===== config.mk =====
export PLATFORM = sky130hd
export DESIGN_NAME = lcd_write_sequencer
export DESIGN_NICKNAME = d
export VERILOG_FILES = /design/src/rtl/lcd_pkg.sv /design/src/rtl/lcd_write_sequencer_strobe.sv /design/src/rtl/lcd_write_sequencer.sv
export SDC_FILE = /design/constraint.sdc
export NUM_CORES = 1
export LEC_CHECK = 0
export ABC_CLOCK_PERIOD_IN_PS = 2100
export CAP_MARGIN = 20
export CORE_MARGIN = 5
export CORE_UTILIZATION = 45
export CTS_BUF_LIST = sky130_fd_sc_hd__clkbuf_2 sky130_fd_sc_hd__clkbuf_4 sky130_fd_sc_hd__clkbuf_8
export DETAILED_ROUTE_END_ITERATION = 12
export GPL_TIMING_DRIVEN = 0
export PLACE_DENSITY = 0.78
export SYNTH_ARGS = -nofsm -noshare
export SYNTH_HDL_FRONTEND = slang
export SYNTH_SLANG_ARGS = --single-unit

===== constraint.sdc =====
create_clock -name Clock -period 2.1 [get_ports Clock]
set_clock_uncertainty 0.15 [all_clocks]
set_input_delay 0.42 -clock Clock [delete_from_list [all_inputs] [get_ports Clock]]
set_output_delay 0.42 -clock Clock [all_outputs]
set_load 0.02 [all_outputs]

===== src/rtl/lcd_pkg.sv =====
// Shared types, ROMs and helpers for the Spartan-3E character LCD
// write sequencer.
package lcd_pkg;

  typedef enum logic [2:0] {
    S_POWERUP,
    S_INIT_NIB,
    S_INIT_WAIT,
    S_HI,
    S_GAP,
    S_LO,
    S_WAIT,
    S_IDLE
  } state_e;

  typedef enum logic [1:0] {
    PH_IDLE,
    PH_SETUP,
    PH_ENABLE,
    PH_HOLD
  } phase_e;

  typedef enum logic [1:0] {
    W_INIT1,
    W_INIT2,
    W_INIT3
  } init_wait_e;

  localparam logic [1:0] LAST_IDX = 2'd3;

  function automatic logic [3:0] init_nibble(
    input logic [1:0] idx
  );
    logic [3:0] n;
    unique case (idx)
      2'd3:    n = 4'h2;
      default: n = 4'h3;
    endcase
    return n;
  endfunction

  function automatic init_wait_e init_wait_sel(
    input logic [1:0] idx
  );
    init_wait_e w;
    unique case (idx)
      2'd0:    w = W_INIT1;
      2'd1:    w = W_INIT2;
      default: w = W_INIT3;
    endcase
    return w;
  endfunction

  function automatic logic [7:0] cfg_byte(
    input logic [1:0] idx
  );
    logic [7:0] b;
    unique case (idx)
      2'd0:    b = 8'h28;
      2'd1:    b = 8'h06;
      2'd2:    b = 8'h0C;
      default: b = 8'h01;
    endcase
    return b;
  endfunction

  // Clear and Home need the long execution wait
  function automatic logic is_long_cmd(
    input logic       rs,
    input logic [7:0] b
  );
    return !rs && (b == 8'h01 || b == 8'h02 || b == 8'h03);
  endfunction

  function automatic int max2(input int a, input int b);
    return (a > b) ? a : b;
  endfunction

endpackage


===== src/rtl/lcd_write_sequencer_strobe.sv =====
// One LCD nibble transfer: setup, enable pulse, hold; pulses done
// in the last hold cycle.
module lcd_nibble_strobe
  import lcd_pkg::*;
#(
  parameter int P_SETUP  = 2,
  parameter int P_ENABLE = 12,
  parameter int P_HOLD   = 1
) (
  input  logic       Clock,
  input  logic       Reset,
  input  logic       iStart,
  input  logic [3:0] iNibble,
  input  logic       iRS,
  output logic       oDone,
  output logic       oE,
  output logic       oRS,
  output logic [3:0] oData
);

  localparam int SMAX =
    max2(P_SETUP, max2(P_ENABLE, P_HOLD));
  localparam int SW = $clog2(SMAX) + 1;

  localparam logic [SW-1:0] L_SETUP  = SW'(P_SETUP - 1);
  localparam logic [SW-1:0] L_ENABLE = SW'(P_ENABLE - 1);
  localparam logic [SW-1:0] L_HOLD   = SW'(P_HOLD - 1);

  phase_e        phase_q, phase_d;
  logic [SW-1:0] cnt_q, cnt_d;
  logic [3:0]    data_q, data_d;
  logic          rs_q, rs_d;

  always_comb begin
    phase_d = phase_q;
    cnt_d   = (cnt_q != '0) ? cnt_q - SW'(1) : cnt_q;
    data_d  = data_q;
    rs_d    = rs_q;
    oDone   = 1'b0;
    unique case (phase_q)
      PH_IDLE: begin
        if (iStart) begin
          phase_d = PH_SETUP;
          cnt_d   = L_SETUP;
          data_d  = iNibble;
          rs_d    = iRS;
        end
      end
      PH_SETUP: begin
        if (cnt_q == '0) begin
          phase_d = PH_ENABLE;
          cnt_d   = L_ENABLE;
        end
      end
      PH_ENABLE: begin
        if (cnt_q == '0) begin
          phase_d = PH_HOLD;
          cnt_d   = L_HOLD;
        end
      end
      PH_HOLD: begin
        if (cnt_q == '0) begin
          phase_d = PH_IDLE;
          oDone   = 1'b1;
        end
      end
      default: phase_d = PH_IDLE;
    endcase
  end

  always_ff @(posedge Clock) begin
    if (Reset) begin
      phase_q <= PH_IDLE;
      cnt_q   <= '0;
      data_q  <= 4'h0;
      rs_q    <= 1'b0;
    end else begin
      phase_q <= phase_d;
      cnt_q   <= cnt_d;
      data_q  <= data_d;
      rs_q    <= rs_d;
    end
  end

  assign oE    = (phase_q == PH_ENABLE);
  assign oRS   = rs_q;
  assign oData = data_q;

endmodule


===== src/rtl/lcd_write_sequencer.sv =====
// Owns the LCD 4-bit bus: power-on init, configuration, then
// handshaked command/data byte writes with all LCD waits enforced.
module lcd_write_sequencer
  import lcd_pkg::*;
#(
  parameter int P_POWERUP  = 750000,
  parameter int P_INIT_W1  = 205000,
  parameter int P_INIT_W2  = 5000,
  parameter int P_INIT_W3  = 2000,
  parameter int P_SETUP    = 2,
  parameter int P_ENABLE   = 12,
  parameter int P_HOLD     = 1,
  parameter int P_GAP      = 50,
  parameter int P_CMD_WAIT = 2000,
  parameter int P_CLR_WAIT = 82000
) (
  input  logic       Clock,
  input  logic       Reset,
  input  logic       iValid,
  input  logic       iRS,
  input  logic [7:0] iData,
  output logic       oReady,
  output logic       oInitDone,
  output logic       oLCD_Enabled,
  output logic       oLCD_RegisterSelect,
  output logic       oLCD_ReadWrite,
  output logic       oLCD_StrataFlashControl,
  output logic [3:0] oLCD_Data
);

  localparam int PMAX =
    max2(P_POWERUP,
    max2(P_INIT_W1,
    max2(P_INIT_W2,
    max2(P_INIT_W3,
    max2(P_SETUP,
    max2(P_ENABLE,
    max2(P_HOLD,
    max2(P_GAP,
    max2(P_CMD_WAIT, P_CLR_WAIT)))))))));
  localparam int CW = $clog2(PMAX) + 1;

  localparam logic [CW-1:0] L_PWR = CW'(P_POWERUP - 1);
  localparam logic [CW-1:0] L_W1  = CW'(P_INIT_W1 - 1);
  localparam logic [CW-1:0] L_W2  = CW'(P_INIT_W2 - 1);
  localparam logic [CW-1:0] L_W3  = CW'(P_INIT_W3 - 1);
  localparam logic [CW-1:0] L_GAP = CW'(P_GAP - 1);
  localparam logic [CW-1:0] L_CMD = CW'(P_CMD_WAIT - 1);
  localparam logic [CW-1:0] L_CLR = CW'(P_CLR_WAIT - 1);

  state_e        state_q, state_d;
  logic [CW-1:0] cnt_q, cnt_d;
  logic [1:0]    idx_q, idx_d;
  logic [7:0]    byte_q, byte_d;
  logic          rs_q, rs_d;
  logic          cfg_q, cfg_d;
  logic          done_q, done_d;

  logic       s_start;
  logic [3:0] s_nib;
  logic       s_rs;
  logic       s_done;

  always_comb begin
    state_d = state_q;
    cnt_d   = (cnt_q != '0) ? cnt_q - CW'(1) : cnt_q;
    idx_d   = idx_q;
    byte_d  = byte_q;
    rs_d    = rs_q;
    cfg_d   = cfg_q;
    s_start = 1'b0;
    s_nib   = 4'h0;
    s_rs    = 1'b0;
    unique case (state_q)
      S_POWERUP: begin
        if (cnt_q == '0) begin
          idx_d   = 2'd0;
          s_start = 1'b1;
          s_nib   = init_nibble(2'd0);
          state_d = S_INIT_NIB;
        end
      end
      S_INIT_NIB: begin
        if (s_done) begin
          state_d = S_INIT_WAIT;
          unique case (init_wait_sel(idx_q))
            W_INIT1: cnt_d = L_W1;
            W_INIT2: cnt_d = L_W2;
            default: cnt_d = L_W3;
          endcase
        end
      end
      S_INIT_WAIT: begin
        if (cnt_q == '0) begin
          s_start = 1'b1;
          if (idx_q == LAST_IDX) begin
            idx_d   = 2'd0;
            byte_d  = cfg_byte(2'd0);
            rs_d    = 1'b0;
            cfg_d   = 1'b1;
            s_nib   = byte_d[7:4];
            state_d = S_HI;
          end else begin
            idx_d   = idx_q + 2'd1;
            s_nib   = init_nibble(idx_d);
            state_d = S_INIT_NIB;
          end
        end
      end
      S_HI: begin
        if (s_done) begin
          state_d = S_GAP;
          cnt_d   = L_GAP;
        end
      end
      S_GAP: begin
        if (cnt_q == '0) begin
          s_start = 1'b1;
          s_nib   = byte_q[3:0];
          s_rs    = rs_q;
          state_d = S_LO;
        end
      end
      S_LO: begin
        if (s_done) begin
          state_d = S_WAIT;
          cnt_d   = is_long_cmd(rs_q, byte_q) ? L_CLR : L_CMD;
        end
      end
      S_WAIT: begin
        if (cnt_q == '0) begin
          if (cfg_q && idx_q != LAST_IDX) begin
            idx_d   = idx_q + 2'd1;
            byte_d  = cfg_byte(idx_d);
            s_start = 1'b1;
            s_nib   = byte_d[7:4];
            state_d = S_HI;
          end else begin
            cfg_d   = 1'b0;
            state_d = S_IDLE;
          end
        end
      end
      S_IDLE: begin
        if (iValid) begin
          byte_d  = iData;
          rs_d    = iRS;
          s_start = 1'b1;
          s_nib   = iData[7:4];
          s_rs    = iRS;
          state_d = S_HI;
        end
      end
      default: begin
        state_d = S_POWERUP;
        cnt_d   = L_PWR;
      end
    endcase
    done_d = done_q | (state_d == S_IDLE);
  end

  always_ff @(posedge Clock) begin
    if (Reset) begin
      state_q <= S_POWERUP;
      cnt_q   <= L_PWR;
      idx_q   <= 2'd0;
      byte_q  <= 8'h00;
      rs_q    <= 1'b0;
      cfg_q   <= 1'b0;
      done_q  <= 1'b0;
    end else begin
      state_q <= state_d;
      cnt_q   <= cnt_d;
      idx_q   <= idx_d;
      byte_q  <= byte_d;
      rs_q    <= rs_d;
      cfg_q   <= cfg_d;
      done_q  <= done_d;
    end
  end

  lcd_nibble_strobe #(
    .P_SETUP  (P_SETUP),
    .P_ENABLE (P_ENABLE),
    .P_HOLD   (P_HOLD)
  ) u_strobe (
    .Clock   (Clock),
    .Reset   (Reset),
    .iStart  (s_start),
    .iNibble (s_nib),
    .iRS     (s_rs),
    .oDone   (s_done),
    .oE      (oLCD_Enabled),
    .oRS     (oLCD_RegisterSelect),
    .oData   (oLCD_Data)
  );

  assign oReady                  = (state_q == S_IDLE);
  assign oInitDone               = done_q;
  assign oLCD_ReadWrite          = 1'b0;
  assign oLCD_StrataFlashControl = 1'b1;

endmodule


Word-level counts from Yosys, hierarchy flattened:

Index checks and enable logic that the tools add are counted.

* flip-flop bits (word level): 49
* input port bits: 12
* output and inout port bits: 10
* word-level logic and storage cells: 144

* add/subtract/negate cells: 3
* equality and inequality tests: 32
* mux-type cells: 72
* bitwise gates (word level): 1
* reductions and logical operators: 25

Operator list (number)
* $mux 21: 4
* $pmux 21 s3: 1
* $mux 8: 5
* $pmux 18 s2: 1
* $mux 2: 16
* $mux 3: 9
* $pmux 3 s8: 1
* $pmux 8 s3: 1
* $logic_not 21->1: 1
* $reduce_bool 21->1: 1
* $sub 21x1->21 const B: 1
* $mux 5: 4
* $pmux 4 s5: 1
* $ne 2x2->1 const B: 9
* $pmux 6 s3: 1
* $mux 1: 17
* $mux 17: 1
* $eq 8x2->1 const B: 2
* $eq 3x3->1 const B: 5
* $pmux 5 s3: 1
* $eq 2x2->1 const B: 5
* $reduce_and 5->1: 2
* $eq 2x1->1 const B: 4
* $eq 8x1->1 const B: 1
* other kinds (25): 39

Logic depth before layout (Yosys ltp):

Gate-level depths: netlist (run 1).

* depth after elaboration: 9
* gate-level depth with buffers: 9

Modules after synthesis:

A second synthesis (run 1) with hierarchy kept.

* cell total of the unflattened synthesis: 380
* area, all modules: 3091.7 um2

Modules (own cells, without submodules)
* lcd_write_sequencer: instances 1, cells each 303, area an instance 2417.3 um2, seq. area each 740.7 um2
* lcd_nibble_strobe: instances 1, cells each 77, area an instance 674.4 um2, seq. area each 240.2 um2

Least setup slack after synthesis (run 1):

OpenSTA, ideal clock, no wires.

* path type: reg2reg
* from: register cnt_q[0]
* to: register u_strobe.data_q[3], in the netlist u_strobe.oData[3]
* setup time: 0.087 ns
* arrival time: 2.009 ns
* data required time: 1.863 ns
* setup slack: -0.146 ns
* cell stages (with the launch flop): 10
* buffers on the path: 2
* period minus slack after synthesis: 2.246 ns
* path through: dfxtp_1 > inv_1 > ha_1 > nor4b_1 > and4_1 > buf_2 > a32o_1 > buf_2 > mux2_2 > o31ai_1

* longest elaborated chain between the ends: 4
* elaborated cells on any way between the ends: 7

RTL lines
* start, declared: RTL line lcd_write_sequencer.sv:52 `logic [CW-1:0] cnt_q, cnt_d;`
* start signal, assigned: RTL line lcd_write_sequencer.sv:173 `cnt_q <= cnt_d;`
* $logic_not 21->1 (*)
* $mux 1, on equally long branches
* $pmux 1 s3: RTL line lcd_write_sequencer.sv:74 `unique case (state_q)`
* $reduce_and 2->1 (no line)
* end signal, assigned: RTL line lcd_write_sequencer_strobe.sv:80 `data_q <= data_d;`
* end, declared: RTL line lcd_write_sequencer_strobe.sv:31 `logic [3:0] data_q, data_d;`

Every way passes the cells marked *; elsewhere a longest branch is shown, timed or not.
A chain may end at the register's enable or synchronous reset.

Final worst setup path (run 1):

* from: register cnt_q[0]
* to: register done_q, in the netlist oInitDone

* longest elaborated chain between the ends: 5
* elaborated cells on any way between the ends: 8

RTL lines
* $logic_not 21->1 (*)
* $mux 3, on equally long branches
* $pmux 3 s8 (*): RTL line lcd_write_sequencer.sv:74
* $eq 3x3->1 (*): RTL line lcd_write_sequencer.sv:159 `done_d = done_q | (state_d == S_IDLE);`
* $or 1x1->1 (*): RTL line lcd_write_sequencer.sv:159
* end signal, assigned: RTL line lcd_write_sequencer.sv:178 `done_q <= done_d;`
* end, declared: RTL line lcd_write_sequencer.sv:57 `logic done_q, done_d;`

Marks and branches as above.

==> key figures, run 1 <==
Routing
  – Initial DRT Pass Iterations: 6
  – Post-route ant nets: 0
  – DRC viols: 0
  – WL/cell: 20.4 um
  – Vias/cell: 6.63
  – Drt total wl: 10.5 mm
  – Initial DRC count: 472
  – Via count: 3414

Logic synthesis
  – Top-count cell post-synth: dfxtp_1
  – Post-Syn Area per Cell: 8.12 um^2
  – Yosys top cell by area: dfxtp_1
  – Yosys cell types: 62
  – Post-synth EDFFs: 0
  – Syn. warnings: 0
  – Synth Net Count: 409
  – Cells after Synth: 378
  – Synth area leaders: dfxtp_1 (32%), ha_1 (7.7%), a21oi_1 (4.9%)
  – Seq/Total Area, Yosys: 32.0%
  – Seq cells post-synth: 49
  – Area share of the largest cell type after synthesis: 32.0%
  – Main synth FF type: dfxtp_1
  – Area of the mapped netlist: 3070 um^2
  – Synth cell count leaders: dfxtp_1 (49), nor2_1 (36), a21oi_1 (30)
  – Async S/R FF share, synth: 0%

STA
  – Worst-Margin Slew: 0.718 ns
  – Total Neg Setup Slack: -3.24 ns
  – Setup violators final: 28
  – Fmax: 0.426 GHz
  – Tcrit/Tclk final: 112%
  – Final WS setup: -0.247 ns
  – Unrepaired setup endpoints after global routing: true
  – Fin crit period: 2.35 ns
  – WHS: 0.330 ns
  – Slew HR: 52.1%
  – Max-slew violations: 0
  – Final hold vios: 0

Power
  – Power, Total: 2.55 mW
  – Sequential share of power: 41.0%
  – Power Dens Cells: 606 nW/um^2
  – Leakage: 1.45 nW
  – Logic pwr share: 34.2%
  – Max rail drop VDD: 0.344 mV
  – Clock power share: 24.8%
  – Net Sw Frac: 33.4%
  – Int Pwr: 1.70 mW
  – Psw: 849 uW

GRT
  – Largest net degree at the start of global routing: 15
  – First-pass GRT wire length: 14.8 mm
  – Initial antenna violation count: 0
  – Number of global-route vias before repair: 3044
  – GRT Total Usage: 21.3%
  – Overflow after GRT: 0

Floorplan
  – Row count: 30
  – Die width: 92.6 um
  – Die Y: 92.6 um
  – I/O Pins: 22
  – Die ar.: 8570 um^2
  – Core area: 6720 um^2
  – Starting Density: 45.7%

Outcome
  – Failing checks: setup timing
  – Status: finished, violations left

Layout
  – # nets final: 465
  – Layout cells sized above 1: 33.8%
  – Inserted Diodes: 0
  – Filler cells: 485
  – Area Overhead vs Synth: 36.9%
  – Post-Layout Cell Count: 515
  – Final core occ: 62.6%
  – Post-route design area: 4200 um^2

Worst hold path
  – Min-Delay Path Class: reg2reg
  – Hold path depth: 2

Clock network
  – Skew-Pair Late Insertion Delay: 0.31 ns
  – CTS buffer count: 5
  – Clock Sinks: 49
  – Clock-pin slew of the registers on the worst-case setup and hold paths: 0.09 ns
  – CTS tree: done
  – H-tree depth: 2
  – Clk root buf: clkbuf_8
  – CTS hold repair buffers: 0
  – Clock Path Buffers: 2

Place
  – IO Port Bufs: 18
  – RePlAce Congestion: 0.955
  – Dpl ws: -0.596 ns
  – Cell Area, Placed: 3360 um^2
  – DP Cell Count: 476
  – HPWL Detailed: 6.02 mm

Setup path
  – Worst path required time: 2.13 ns
  – Worst-path fanout max: 3
  – Setup crit end kind: register
  – Crit path DAT: 2.37 ns
  – R2R cell count: 9
  – Kind of critical path: reg2reg
  – Worst Setup Start Kind: register

Flow run
  – Max_cap viols: 0
## layout make-up
cell class	count	area, um^2	share of cell area, %
inverters	19	71.3	1.70
clock buffers	7	96.3	2.29
clock inverters	1	5.00	0.119
flip-flops and latches	49	1010	24.0
repair buffers	51	455	10.8
well taps	80	100	2.38
plain buffers	15	96.3	2.29
multi-input cells	293	2370	56.4
## power groups by stage
stage / combinational [mW] / clock (mW) / sequential [mW]
3_3_place_gp: 0.546 / 0 / 1.06
4_1_cts: 0.718 / 0.636 / 1.04
3_5_place_dp: 0.574 / 0 / 1.06
5_1_grt: 0.960 / 0.687 / 1.05
2_1_floorplan: 0.442 / 0 / 1.05
6_report: 0.870 / 0.632 / 1.04
## worst max-delay path, cell delays in order (launching register included)
cell	delay [ns]
dfxtp_2	0.33
inv_2	0.07
ha_4	0.13
or4b_4	0.50
buf_6	0.16
nor3_4	0.32
buf_6	0.18
nand3_4	0.06
a31oi_4	0.22
o41ai_2	0.08
## cells by family after synthesis
family / Yosys count / share of synthesized area [%]
simple gates: 142 / 25.1
buf+inv: 36 / 5.14
flops: 49 / 32.0
fa+ha+maj: 19 / 7.75
compound gates: 104 / 22.0
mux: 6 / 2.12
xor+xnor: 20 / 5.71
other cells: 2 / 0.245
## worst paths after layout
kind,start,to,slack (ns)
setup reg to reg,cnt_q[0],oInitDone,-0.25
hold / removal,oInitDone,oInitDone,0.33
setup / recovery,cnt_q[0],oInitDone,-0.25
hold reg to reg,oInitDone,oInitDone,0.33
## metal layers
layer | wire length, um | GRT usage, % | vias up
met1 | 3910 | 26.4 | 1590
met2 | 5050 | 36.4 | 242
met3 | 1030 | 3.09 | 70
met5 | 0 | 0 | -
li1 | - | - | 1512
met4 | 524 | 9.41 | 0
## flip-flops by register name, indices dropped and copies added, names as in the netlist
name,cells
rs_q,1
u_strobe.oRS,1
u_strobe.cnt_q,5
idx_q,2
cfg_q,1
u_strobe.oData,4
u_strobe.phase_q,2
byte_q,8
oInitDone,1
cnt_q,21
state_q,3
## placed cells by master, fill, tap and decap left out, types with 5 or more instances in the layout
cell type	n
o21ai_1	9
clkbuf_8	7
nor2_2	5
inv_1	13
xor2_1	7
clkbuf_1	7
buf_6	8
nor4_4	5
ha_1	15
o21ai_0	16
inv_2	5
nor3_4	5
a21oi_1	25
nor2_1	28
nand3_1	6
nand4_1	5
dfxtp_1	34
clkdlybuf4s50_1	16
buf_4	30
nor4_1	10
xnor2_1	13
nand2_1	23
o211ai_1	5
nor3_1	12
dfxtp_2	12
## repair_timing
action / CTS / global route
endpoints found under the setup margin: 51 / 50
pin swaps: 24 / 20
gates resized for setup: 69 / 69
gates cloned: 0 / 0
buffers inserted: 19 / 14
Power figures use the tool's default switching activity.
==> run 2: changes to the inputs <==
CTS_BUF_LIST = not set   (was sky130_fd_sc_hd__clkbuf_2 sky130_fd_sc_hd__clkbuf_4 sky130_fd_sc_hd__clkbuf_8)
==> results of run 2 <==
Same layout as run 1: the final DEF is identical, and so are final timing and power.
